===== src/rtl/cft_bus_pkg.sv =====
// Shared types and default widths for the address-register bus sequencer family.
package cft_bus_pkg;

  localparam int unsigned DefIbusW = 16;
  localparam int unsigned DefExtW  = 8;

  typedef enum logic [1:0] {
    StIdle,
    StSetup,
    StStrobe,
    StHold
  } state_e;

  typedef enum logic {
    CycMem,
    CycIo
  } cyc_e;

endpackage


===== src/rtl/reg_ar_seq_if.sv =====
// Bus bundle between control unit / front panel (master) and reg_ar_seq (slave).
interface reg_ar_seq_if #(
  parameter int unsigned IBUS_W  = cft_bus_pkg::DefIbusW,
  parameter int unsigned EXT_W   = cft_bus_pkg::DefExtW,
  parameter int unsigned NDEV    = 4,
  parameter int unsigned FPSEL_W = 2
) ();

  localparam int unsigned ADDR_W = IBUS_W + EXT_W;

  logic [IBUS_W-1:0]  ibus;
  logic [EXT_W-1:0]   aext;
  logic               nwrite_ar;
  logic               inc_ar;
  logic               req_mem;
  logic               req_io;
  logic [ADDR_W-1:0]  ab;
  logic               ab_oe;
  logic               nmem;
  logic               nio;
  logic [NDEV-1:0]    niodev;
  logic               busy;
  logic               done;
  logic               err;
  logic               nfparh;
  logic [FPSEL_W-1:0] fp_sel;
  logic [7:0]         fpd;
  logic               fpd_oe;

  modport master (
    output ibus, aext, nwrite_ar, inc_ar, req_mem, req_io, nfparh, fp_sel,
    input  ab, ab_oe, nmem, nio, niodev, busy, done, err, fpd, fpd_oe
  );

  modport slave (
    input  ibus, aext, nwrite_ar, inc_ar, req_mem, req_io, nfparh, fp_sel,
    output ab, ab_oe, nmem, nio, niodev, busy, done, err, fpd, fpd_oe
  );

endinterface


===== src/rtl/io_page_decode.sv =====
// Registered I/O page decoder: page number to active-low one-hot device strobes.
module io_page_decode #(
  parameter int unsigned PageW  = 16,
  parameter int unsigned NumDev = 4
) (
  input  logic              clk,
  input  logic              reset,
  input  logic              en_i,
  input  logic [PageW-1:0]  page_i,
  output logic [NumDev-1:0] niodev_o
);

  logic [NumDev-1:0] niodev_d, niodev_q;

  // Full-width compare so any high page bit set leaves every strobe inactive.
  always_comb begin
    niodev_d = '1;
    for (int i = 0; i < NumDev; i++) begin
      if (en_i && (page_i == PageW'(i))) begin
        niodev_d[i] = 1'b0;
      end
    end
  end

  // Strobe register, all inactive in reset.
  always_ff @(posedge clk) begin
    if (reset) begin
      niodev_q <= '1;
    end else begin
      niodev_q <= niodev_d;
    end
  end

  assign niodev_o = niodev_q;

endmodule


===== src/rtl/reg_ar_seq.sv =====
// Wide address register with load/increment, SETUP/STROBE/HOLD bus-cycle sequencer,
// I/O page strobes and a front-panel byte readout.
module reg_ar_seq
  import cft_bus_pkg::*;
#(
  parameter int unsigned IBUS_W      = DefIbusW,
  parameter int unsigned EXT_W       = DefExtW,
  parameter int unsigned IO_PAGE_LSB = 8,
  parameter int unsigned NDEV        = 4,
  parameter int unsigned SETUP_CYC   = 1,
  parameter int unsigned STROBE_CYC  = 2,
  parameter int unsigned FPSEL_W     = 2
) (
  input  logic         clk,
  input  logic         reset,
  reg_ar_seq_if.slave  bus
);

  localparam int unsigned ADDR_W = IBUS_W + EXT_W;
  localparam int unsigned PageW  = ADDR_W - IO_PAGE_LSB;
  localparam int unsigned CntMax = (SETUP_CYC > STROBE_CYC) ? SETUP_CYC : STROBE_CYC;
  localparam int unsigned CntW   = (CntMax > 1) ? $clog2(CntMax) : 1;
  localparam int unsigned PadW   = 8 << FPSEL_W;

  state_e            state_d, state_q;
  cyc_e              cyc_d, cyc_q;
  logic [CntW-1:0]   cnt_d, cnt_q;
  logic [ADDR_W-1:0] ar_d, ar_q;
  logic [ADDR_W-1:0] ab_d, ab_q;
  logic              ab_oe_d, ab_oe_q;
  logic              nmem_d, nmem_q;
  logic              nio_d, nio_q;
  logic              done_d, done_q;
  logic              err_d, err_q;
  logic [7:0]        fpd_d, fpd_q;
  logic              fpd_oe_d, fpd_oe_q;
  logic [PadW-1:0]   ar_pad;
  logic              dev_en;

  // Sequencer next state, AR update and registered-strobe precompute.
  always_comb begin
    state_d = state_q;
    cyc_d   = cyc_q;
    cnt_d   = cnt_q;
    ar_d    = ar_q;
    ab_d    = ab_q;
    ab_oe_d = ab_oe_q;
    done_d  = 1'b0;
    // AR writes are only legal in IDLE; flag them everywhere else.
    err_d   = (state_q != StIdle) && (!bus.nwrite_ar || bus.inc_ar);

    unique case (state_q)
      StIdle: begin
        ab_d    = '0;
        ab_oe_d = 1'b0;
        if (!bus.nwrite_ar) begin
          ar_d = {bus.aext, bus.ibus};
        end else if (bus.inc_ar) begin
          ar_d = ar_q + ADDR_W'(1);
        end
        if (bus.req_mem && bus.req_io) begin
          err_d = 1'b1;
        end else if (bus.req_mem || bus.req_io) begin
          state_d = StSetup;
          cnt_d   = '0;
          cyc_d   = bus.req_io ? CycIo : CycMem;
          ab_d    = ar_q;
          ab_oe_d = 1'b1;
        end
      end
      StSetup: begin
        if (cnt_q == CntW'(SETUP_CYC - 1)) begin
          state_d = StStrobe;
          cnt_d   = '0;
        end else begin
          cnt_d = cnt_q + CntW'(1);
        end
      end
      StStrobe: begin
        if (cnt_q == CntW'(STROBE_CYC - 1)) begin
          state_d = StHold;
          cnt_d   = '0;
        end else begin
          cnt_d = cnt_q + CntW'(1);
        end
      end
      StHold: begin
        state_d = StIdle;
        done_d  = 1'b1;
        ab_d    = '0;
        ab_oe_d = 1'b0;
      end
      default: state_d = StIdle;
    endcase

    // Strobes are decoded from the next state so the flops change cleanly on the edge.
    nmem_d = !((state_d == StStrobe) && (cyc_d == CycMem));
    nio_d  = !((state_d == StStrobe) && (cyc_d == CycIo));
    dev_en = (state_d == StStrobe) && (cyc_d == CycIo);
  end

  // Front-panel byte lane select; lanes past ADDR_W read as zero.
  always_comb begin
    ar_pad   = PadW'(ar_q);
    fpd_d    = ar_pad[{bus.fp_sel, 3'b000} +: 8];
    fpd_oe_d = !bus.nfparh;
  end

  // State and output registers.
  always_ff @(posedge clk) begin
    if (reset) begin
      state_q  <= StIdle;
      cyc_q    <= CycMem;
      cnt_q    <= '0;
      ar_q     <= '0;
      ab_q     <= '0;
      ab_oe_q  <= 1'b0;
      nmem_q   <= 1'b1;
      nio_q    <= 1'b1;
      done_q   <= 1'b0;
      err_q    <= 1'b0;
      fpd_q    <= '0;
      fpd_oe_q <= 1'b0;
    end else begin
      state_q  <= state_d;
      cyc_q    <= cyc_d;
      cnt_q    <= cnt_d;
      ar_q     <= ar_d;
      ab_q     <= ab_d;
      ab_oe_q  <= ab_oe_d;
      nmem_q   <= nmem_d;
      nio_q    <= nio_d;
      done_q   <= done_d;
      err_q    <= err_d;
      fpd_q    <= fpd_d;
      fpd_oe_q <= fpd_oe_d;
    end
  end

  io_page_decode #(
    .PageW  (PageW),
    .NumDev (NDEV)
  ) u_io_page_decode (
    .clk      (clk),
    .reset    (reset),
    .en_i     (dev_en),
    .page_i   (ab_d[ADDR_W-1:IO_PAGE_LSB]),
    .niodev_o (bus.niodev)
  );

  assign bus.ab     = ab_q;
  assign bus.ab_oe  = ab_oe_q;
  assign bus.nmem   = nmem_q;
  assign bus.nio    = nio_q;
  assign bus.busy   = (state_q != StIdle);
  assign bus.done   = done_q;
  assign bus.err    = err_q;
  assign bus.fpd    = fpd_q;
  assign bus.fpd_oe = fpd_oe_q;

endmodule


===== src/flat_wrapper.sv =====
// flat-port wrapper written by rule: the top's interface ports become plain ports
module reg_ar_seq_flat import cft_bus_pkg::*;
#(
  parameter int unsigned IBUS_W      = DefIbusW,
  parameter int unsigned EXT_W       = DefExtW,
  parameter int unsigned IO_PAGE_LSB = 8,
  parameter int unsigned NDEV        = 4,
  parameter int unsigned SETUP_CYC   = 1,
  parameter int unsigned STROBE_CYC  = 2,
  parameter int unsigned FPSEL_W     = 2
)
  (clk, reset, bus_ibus, bus_aext, bus_nwrite_ar, bus_inc_ar, bus_req_mem, bus_req_io, bus_nfparh, bus_fp_sel, bus_ab, bus_ab_oe, bus_nmem, bus_nio, bus_niodev, bus_busy, bus_done, bus_err, bus_fpd, bus_fpd_oe);
  reg_ar_seq_if #(.IBUS_W(IBUS_W), .EXT_W(EXT_W), .NDEV(NDEV), .FPSEL_W(FPSEL_W)) bus_i ();
  input  logic clk;
  input  logic reset;
  input wire logic [$bits(bus_i.ibus)-1:0] bus_ibus;
  input wire logic [$bits(bus_i.aext)-1:0] bus_aext;
  input wire logic [$bits(bus_i.nwrite_ar)-1:0] bus_nwrite_ar;
  input wire logic [$bits(bus_i.inc_ar)-1:0] bus_inc_ar;
  input wire logic [$bits(bus_i.req_mem)-1:0] bus_req_mem;
  input wire logic [$bits(bus_i.req_io)-1:0] bus_req_io;
  input wire logic [$bits(bus_i.nfparh)-1:0] bus_nfparh;
  input wire logic [$bits(bus_i.fp_sel)-1:0] bus_fp_sel;
  output wire logic [$bits(bus_i.ab)-1:0] bus_ab;
  output wire logic [$bits(bus_i.ab_oe)-1:0] bus_ab_oe;
  output wire logic [$bits(bus_i.nmem)-1:0] bus_nmem;
  output wire logic [$bits(bus_i.nio)-1:0] bus_nio;
  output wire logic [$bits(bus_i.niodev)-1:0] bus_niodev;
  output wire logic [$bits(bus_i.busy)-1:0] bus_busy;
  output wire logic [$bits(bus_i.done)-1:0] bus_done;
  output wire logic [$bits(bus_i.err)-1:0] bus_err;
  output wire logic [$bits(bus_i.fpd)-1:0] bus_fpd;
  output wire logic [$bits(bus_i.fpd_oe)-1:0] bus_fpd_oe;
  assign bus_i.ibus = bus_ibus;
  assign bus_i.aext = bus_aext;
  assign bus_i.nwrite_ar = bus_nwrite_ar;
  assign bus_i.inc_ar = bus_inc_ar;
  assign bus_i.req_mem = bus_req_mem;
  assign bus_i.req_io = bus_req_io;
  assign bus_i.nfparh = bus_nfparh;
  assign bus_i.fp_sel = bus_fp_sel;
  assign bus_ab = bus_i.ab;
  assign bus_ab_oe = bus_i.ab_oe;
  assign bus_nmem = bus_i.nmem;
  assign bus_nio = bus_i.nio;
  assign bus_niodev = bus_i.niodev;
  assign bus_busy = bus_i.busy;
  assign bus_done = bus_i.done;
  assign bus_err = bus_i.err;
  assign bus_fpd = bus_i.fpd;
  assign bus_fpd_oe = bus_i.fpd_oe;
  reg_ar_seq #(.IBUS_W(IBUS_W), .EXT_W(EXT_W), .IO_PAGE_LSB(IO_PAGE_LSB), .NDEV(NDEV), .SETUP_CYC(SETUP_CYC), .STROBE_CYC(STROBE_CYC), .FPSEL_W(FPSEL_W)) u_core (.clk(clk), .reset(reset), .bus(bus_i));
endmodule

===== config.mk =====
export PLATFORM = sky130hd
export DESIGN_NAME = reg_ar_seq_flat
export DESIGN_NICKNAME = d
export VERILOG_FILES = /design/src/rtl/cft_bus_pkg.sv /design/src/rtl/reg_ar_seq_if.sv /design/src/rtl/io_page_decode.sv /design/src/rtl/reg_ar_seq.sv /design/src/flat_wrapper.sv
export SDC_FILE = /design/constraint.sdc
export NUM_CORES = 1
export LEC_CHECK = 0
export BUFFER_PORTS_ARGS = -buffer_cell sky130_fd_sc_hd__clkbuf_2
export CORE_MARGIN = 4
export CORE_UTILIZATION = 30
export DETAILED_ROUTE_END_ITERATION = 12
export HOLD_SLACK_MARGIN = 0.06
export PLACE_DENSITY = 0.48
export SLEW_MARGIN = 20
export SYNTH_ARGS = -nofsm -noshare
export SYNTH_HDL_FRONTEND = slang
export SYNTH_SLANG_ARGS = --single-unit
export TNS_END_PERCENT = 20

===== constraint.sdc =====
create_clock -name clk -period 2.85 [get_ports clk]
set_input_delay 0.285 -clock clk [delete_from_list [all_inputs] [get_ports clk]]
set_output_delay 0.285 -clock clk [all_outputs]
set_load 0.05 [all_outputs]

Word-level counts from Yosys, hierarchy flattened:

Index checks and enable logic that the tools add are counted.
W data, S select, Z words.

* register bits after elaboration: 70
* latch bits: 0
* bits in writable memories: 0
* memory bits (read-only): 0
* input bits: 33
* logic and storage cells: 78
* memories: 0

* add/subtract/negate cells: 2
* multipliers: 0
* divide/modulo/power cells: 0
* magnitude comparators: 0
* equality and inequality tests: 10
* shifts and indexed selects: 1
* mux-type cells: 29
* bitwise logic cells: 1
* reductions and logical operators: 21

Operators by type and width (count)
* $mux W24: 4
* $pmux W24 S2: 1
* $eq A16 B2 Y1 const B: 2
* $shiftx A32 B6 Y8: 1
* $add A24 B1 Y24 const B: 1
* $mux W1: 17
* $eq A16 B1 Y1 const B: 1
* $logic_not A16 Y1: 1
* $logic_and A1 B1 Y1: 8
* $mux W2: 4
* $pmux W2 S4: 1
* $eq A2 B2 Y1 const B: 3
* $logic_not A1 Y1: 4
* $ne A2 B1 Y1 const B: 2
* $reduce_bool A2 Y1: 2
* $pmux W1 S3: 1
* $reduce_and A3 Y1: 1
* $reduce_bool A3 Y1: 1
* $eq A2 B1 Y1 const B: 1
* $logic_not A2 Y1: 1
* $logic_or A1 B1 Y1: 2
* $ne A2 B2 Y1 const B: 1
* $pmux W1 S2: 1
* $reduce_and A2 Y1: 1
* other kinds (2): 2

Longest topological paths before layout:

* word-level depth: 8
* gate-level depth with buffers: 8
* gate-level depth less buffers: 7

Modules after synthesis:

A second synthesis with hierarchy kept.

* cells, all modules: 419
* area, all modules: 3577.2 um2

Modules (own cells, without submodules)
* reg_ar_seq: instances 1, cells each 405, area each 3427.0 um2, sequential area each 1321.3 um2
* io_page_decode: instances 1, cells each 14, area each 150.1 um2, sequential area each 80.1 um2

Least setup slack after synthesis:

No wires, ideal clock.

* path kind: flip-flop to flip-flop
* start: register u_core.state_q[0]
* end: register u_core.u_io_page_decode.niodev_q[1], in the netlist u_core.u_io_page_decode.niodev_o[1]
* setup time: 0.142 ns
* arrival time: 2.008 ns
* required time: 2.708 ns
* slack: 0.700 ns
* stages on the path, launching flop included: 7
* path buffers: 1
* clock period less this slack: 2.150 ns
* path through: dfxtp_1 -> inv_1 -> ha_1 -> clkbuf_1 -> nor4_1 -> a22oi_1 -> nand3b_1

* word-level cells in the longest chain between the ends: 7

Ends and longest elaborated chain
* start: declaration: line reg_ar_seq.sv:25 `state_e state_d, state_q;`
* start signal: assignment: line reg_ar_seq.sv:112 `state_q <= StIdle;`
* start signal: assignment: line reg_ar_seq.sv:125 `state_q <= state_d;`
* $mux W2: line reg_ar_seq.sv:63 `end else if (bus.req_mem || bus.req_io) begin`
* $mux W2: line reg_ar_seq.sv:61 `if (bus.req_mem && bus.req_io) begin`
* $pmux W2 S4: line reg_ar_seq.sv:52 `unique case (state_q)`
* $eq A2 B2 Y1: line reg_ar_seq.sv:99 `dev_en = (state_d == StStrobe) && (cyc_d == CycIo);`
* $logic_and A1 B1 Y1: line reg_ar_seq.sv:99
* $logic_and A1 B1 Y1 *: line io_page_decode.sv:19 `if (en_i && (page_i == PageW'(i))) begin`
* $mux W1 *: line io_page_decode.sv:19
* end signal: assignment: line io_page_decode.sv:30 `niodev_q <= niodev_d;`
* end: declaration: line io_page_decode.sv:13 `logic [NumDev-1:0] niodev_d, niodev_q;`

Every way passes the cells marked *; elsewhere a longest branch is shown, timed or not.
A chain may end at the register's enable or synchronous reset.

Final worst setup path:

* start: register u_core.state_q[1]
* end: register u_core.u_io_page_decode.niodev_q[1], in the netlist u_core.u_io_page_decode.niodev_o[1]

Same word-level chain as after synthesis.

==> qor.txt <==
status -> completed
Seq/Total Area, Yosys -> 0.416
Worst path most repeated cell -> inv_1
share of the synthesized area in the top cell type -> 0.416
delay-heaviest family, CP -> buffers and inverters
slowest cell delay on critical path -> 450 ps
TritonCTS Buffers -> 9
Multi-input gate area -> 1800 um2
area leader, netlist -> dfxtp_1
IO Port Bufs -> 75
clock sink total -> 70
Buf/Inv on CP -> 3
Die Ht -> 114 um
die area -> 13,000 um2
share of layout cells above drive strength 1 -> 0.234
GP Congestion -> 0.819
#FFs+latches synth -> 70
Wirelength per Cell -> 16.9 um
placed cell areas -> 3900 um2
max-slew violations -> 0
Commonest cells post-synth -> dfxtp_1, nor2_1, a21oi_1
largest net degree at the start of global routing -> 48
Post-Route WL -> 10,600 um
Post-synth EDFFs -> 0
Worst slew margin -> 0.591
WP data required -> 3040 ps
Final Instance Area -> 4210 um2
worst-margin pin slew -> 608 ps
# rows -> 38
synth unique cells -> 50
Detail Route Antenna Nets -> 0
post-synthesis adder-cell area fraction -> 0.0297
GRT Overall Usage -> 0.165
# IOs -> 76
most frequent cell after synthesis -> dfxtp_1
clk_skew -> 6.47 ps
postcts setup bufs -> 0
Hold-fix buffers, CTS -> 0
Post-Syn Area -> 3370 um2
GRT overflow -> 0
period utilization -> 0.783
mux cell area share after synthesis -> 0.0394
Final Hold Vio Count -> 0
# fillers -> 1,164
Core Region -> 10,900 um2
total number of vias -> 3,279
Final Total Pwr -> 0.00305 W
H-Tree Depth -> 3
Die W -> 114 um
RSZ-0062 raised after global routing -> false
Max Root-Sink Buffers -> 2
Syn Area/Cell -> 8.06 um2
Initial Utilization -> 0.308
largest family of logic cells by synthesized area -> simple AND/OR/NAND/NOR gates
Warnings, synthesis -> 0
Worst Setup Slack, final -> 619 ps
1st-iter DRT viols -> 279
Setup violations, final -> 0
TritonRoute pass-1 iters -> 5
CP Capture Type -> flip-flop
first-pass GRT wire length -> 17,000 um
compound-cell area share of the yosys netlist -> 0.207
Max Freq -> 448 MHz
pre-CTS setup slack -> 640 ps
Worst-path clk slew -> 60 ps
CP max-delay cell -> ha_1
leakage power -> 1.73 nW
Worst EP arrival -> 2420 ps
Post-Syn Instances -> 418
post-DP HPWL -> 7790 um
CTS tree -> built
XOR/XNOR Fraction of Synth Area -> 0.00260
antenna diode count -> 0
Setup TNS -> 0 ps
power per cell area -> 724 nW/um2
Max-cap violations -> 0
largest cells by area after synthesis -> dfxtp_1, nor2_1, a22oi_1, a21oi_1, nand2_1
syn_nets -> 459
Primary FF master, synth -> dfxtp_1
area grow syn2layout -> 25.0%
root buf cell -> clkbuf_16
post-synthesis simple-gate area fraction -> 0.254
vias in the first global route -> 3,159
Post-route DRC -> 0
min Tclk post-route -> 2230 ps
initial antenna violation count -> 0
Async SR Flop Fraction -> 0
startpoint types -> flip-flop
Worst VDD drop -> 271 uV
Crit Path Category -> reg2reg
PostCTS Resize Cnt -> 0
detail-routed via count per cell -> 5.22
Seq. cell area -> 1400 um2
CP Max Fanout -> 24
Clock Latency Late Sink -> 330 ps
Min-Delay Path Class -> in2reg
fin nets -> 525
cells along the critical path -> inv_1 -> ha_1 -> inv_1 -> nor4_2 -> buf_4 -> a22oi_1 -> nand3b_1
[placed cells by master (no fill, tap or decap), types with 3 or more instances in the layout]
master	n
nor4_1	12
dfxtp_1	70
nor3_1	7
a21o_1	3
buf_4	15
ha_1	8
a22oi_1	28
o22ai_1	5
nor2b_1	9
clkbuf_16	9
nor2_1	67
o21ai_0	16
a21oi_1	33
a31oi_1	6
nand3b_1	3
nand4_1	6
mux2i_1	11
and3_1	4
clkbuf_2	75
or3_1	4
inv_1	8
o211ai_1	3
nand3_1	16
nand2_1	30
[power by group]
| group | internal [W] | switching, W | total (W) | leakage (nW) |
|---|---|---|---|---|
| Clock | 0.000760 | 0.000421 | 0.00118 | 0.155 |
| Sequential | 0.00106 | 0.000112 | 0.00117 | 0.571 |
| Combinational | 0.000226 | 0.000471 | 0.000697 | 1.00 |
[state kept, by name, indices dropped and copies added, names as in the netlist]
name                              count
u_core.ar_q                          24
u_core.bus.ab                        24
u_core.bus.fpd                        8
u_core.u_io_page_decode.niodev_o      4
u_core.state_q                        2
u_core.bus.ab_oe                      1
u_core.bus.done                       1
u_core.bus.err                        1
u_core.bus.fpd_oe                     1
u_core.bus.nio                        1
u_core.bus.nmem                       1
u_core.cnt_q                          1
u_core.cyc_q                          1
[per-stage QoR]
step	util	std cells	hold slack [ps]
floorplan	-	418	357
global placement	0.357	613	447
detailed placement	0.357	613	451
CTS	0.385	628	102
global route	0.385	628	103
finish	0.385	628	107
[metal layers]
| metal | wire length [um] | track usage | part of all wire | up-vias |
|---|---|---|---|---|
| met3 | 732 | 0.0345 | 0.069 | 18 |
| li1 | - | - | - | 1643 |
| met4 | 255 | 0.0736 | 0.024 | 0 |
| met2 | 4550 | 0.244 | 0.43 | 128 |
| met1 | 5100 | 0.232 | 0.48 | 1490 |
| met5 | 0 | 0 | 0 | - |
[path summary, 6_finish.rpt]
check                                        from                                  end  slack, ps  depth (start not counted)
worst max register to register  u_core.state_q[1]  u_core.u_io_page_decode.niodev_o[1]        620                          7
worst min register to register   u_core.bus.ab_oe                     u_core.bus.ab_oe        520                          2
worst min-delay path                   bus_nfparh                    u_core.bus.fpd_oe        110                          2
worst max-delay path            u_core.state_q[1]  u_core.u_io_page_decode.niodev_o[1]        620                          7
[cell families after synthesis]
group | Yosys count
adder cells (fa/ha/maj) | 8
XOR/XNOR | 1
flip-flops | 70
buffers and inverters | 44
AO/OA/AOI/OAI | 109
multiplexers | 13
AND/OR/NAND/NOR | 173
[final cells by class]
class                           count  share of cell area
Tap cell                          140              0.0416
Sequential cell                    70               0.333
Multi-Input combinational cell    304               0.428
Timing Repair Buffer               90               0.116
Inverter                            9             0.00802
Clock inverter                      6              0.0208
Clock buffer                        9              0.0535
[worst register-to-register path: stages, from the launching register on]
cell and delay (ps):
dfxtp_1 340, inv_1 130, ha_1 450, inv_1 240, nor4_2 220, buf_4 330
a22oi_1 190, nand3b_1 190
(Power assumes the default switching activity.)
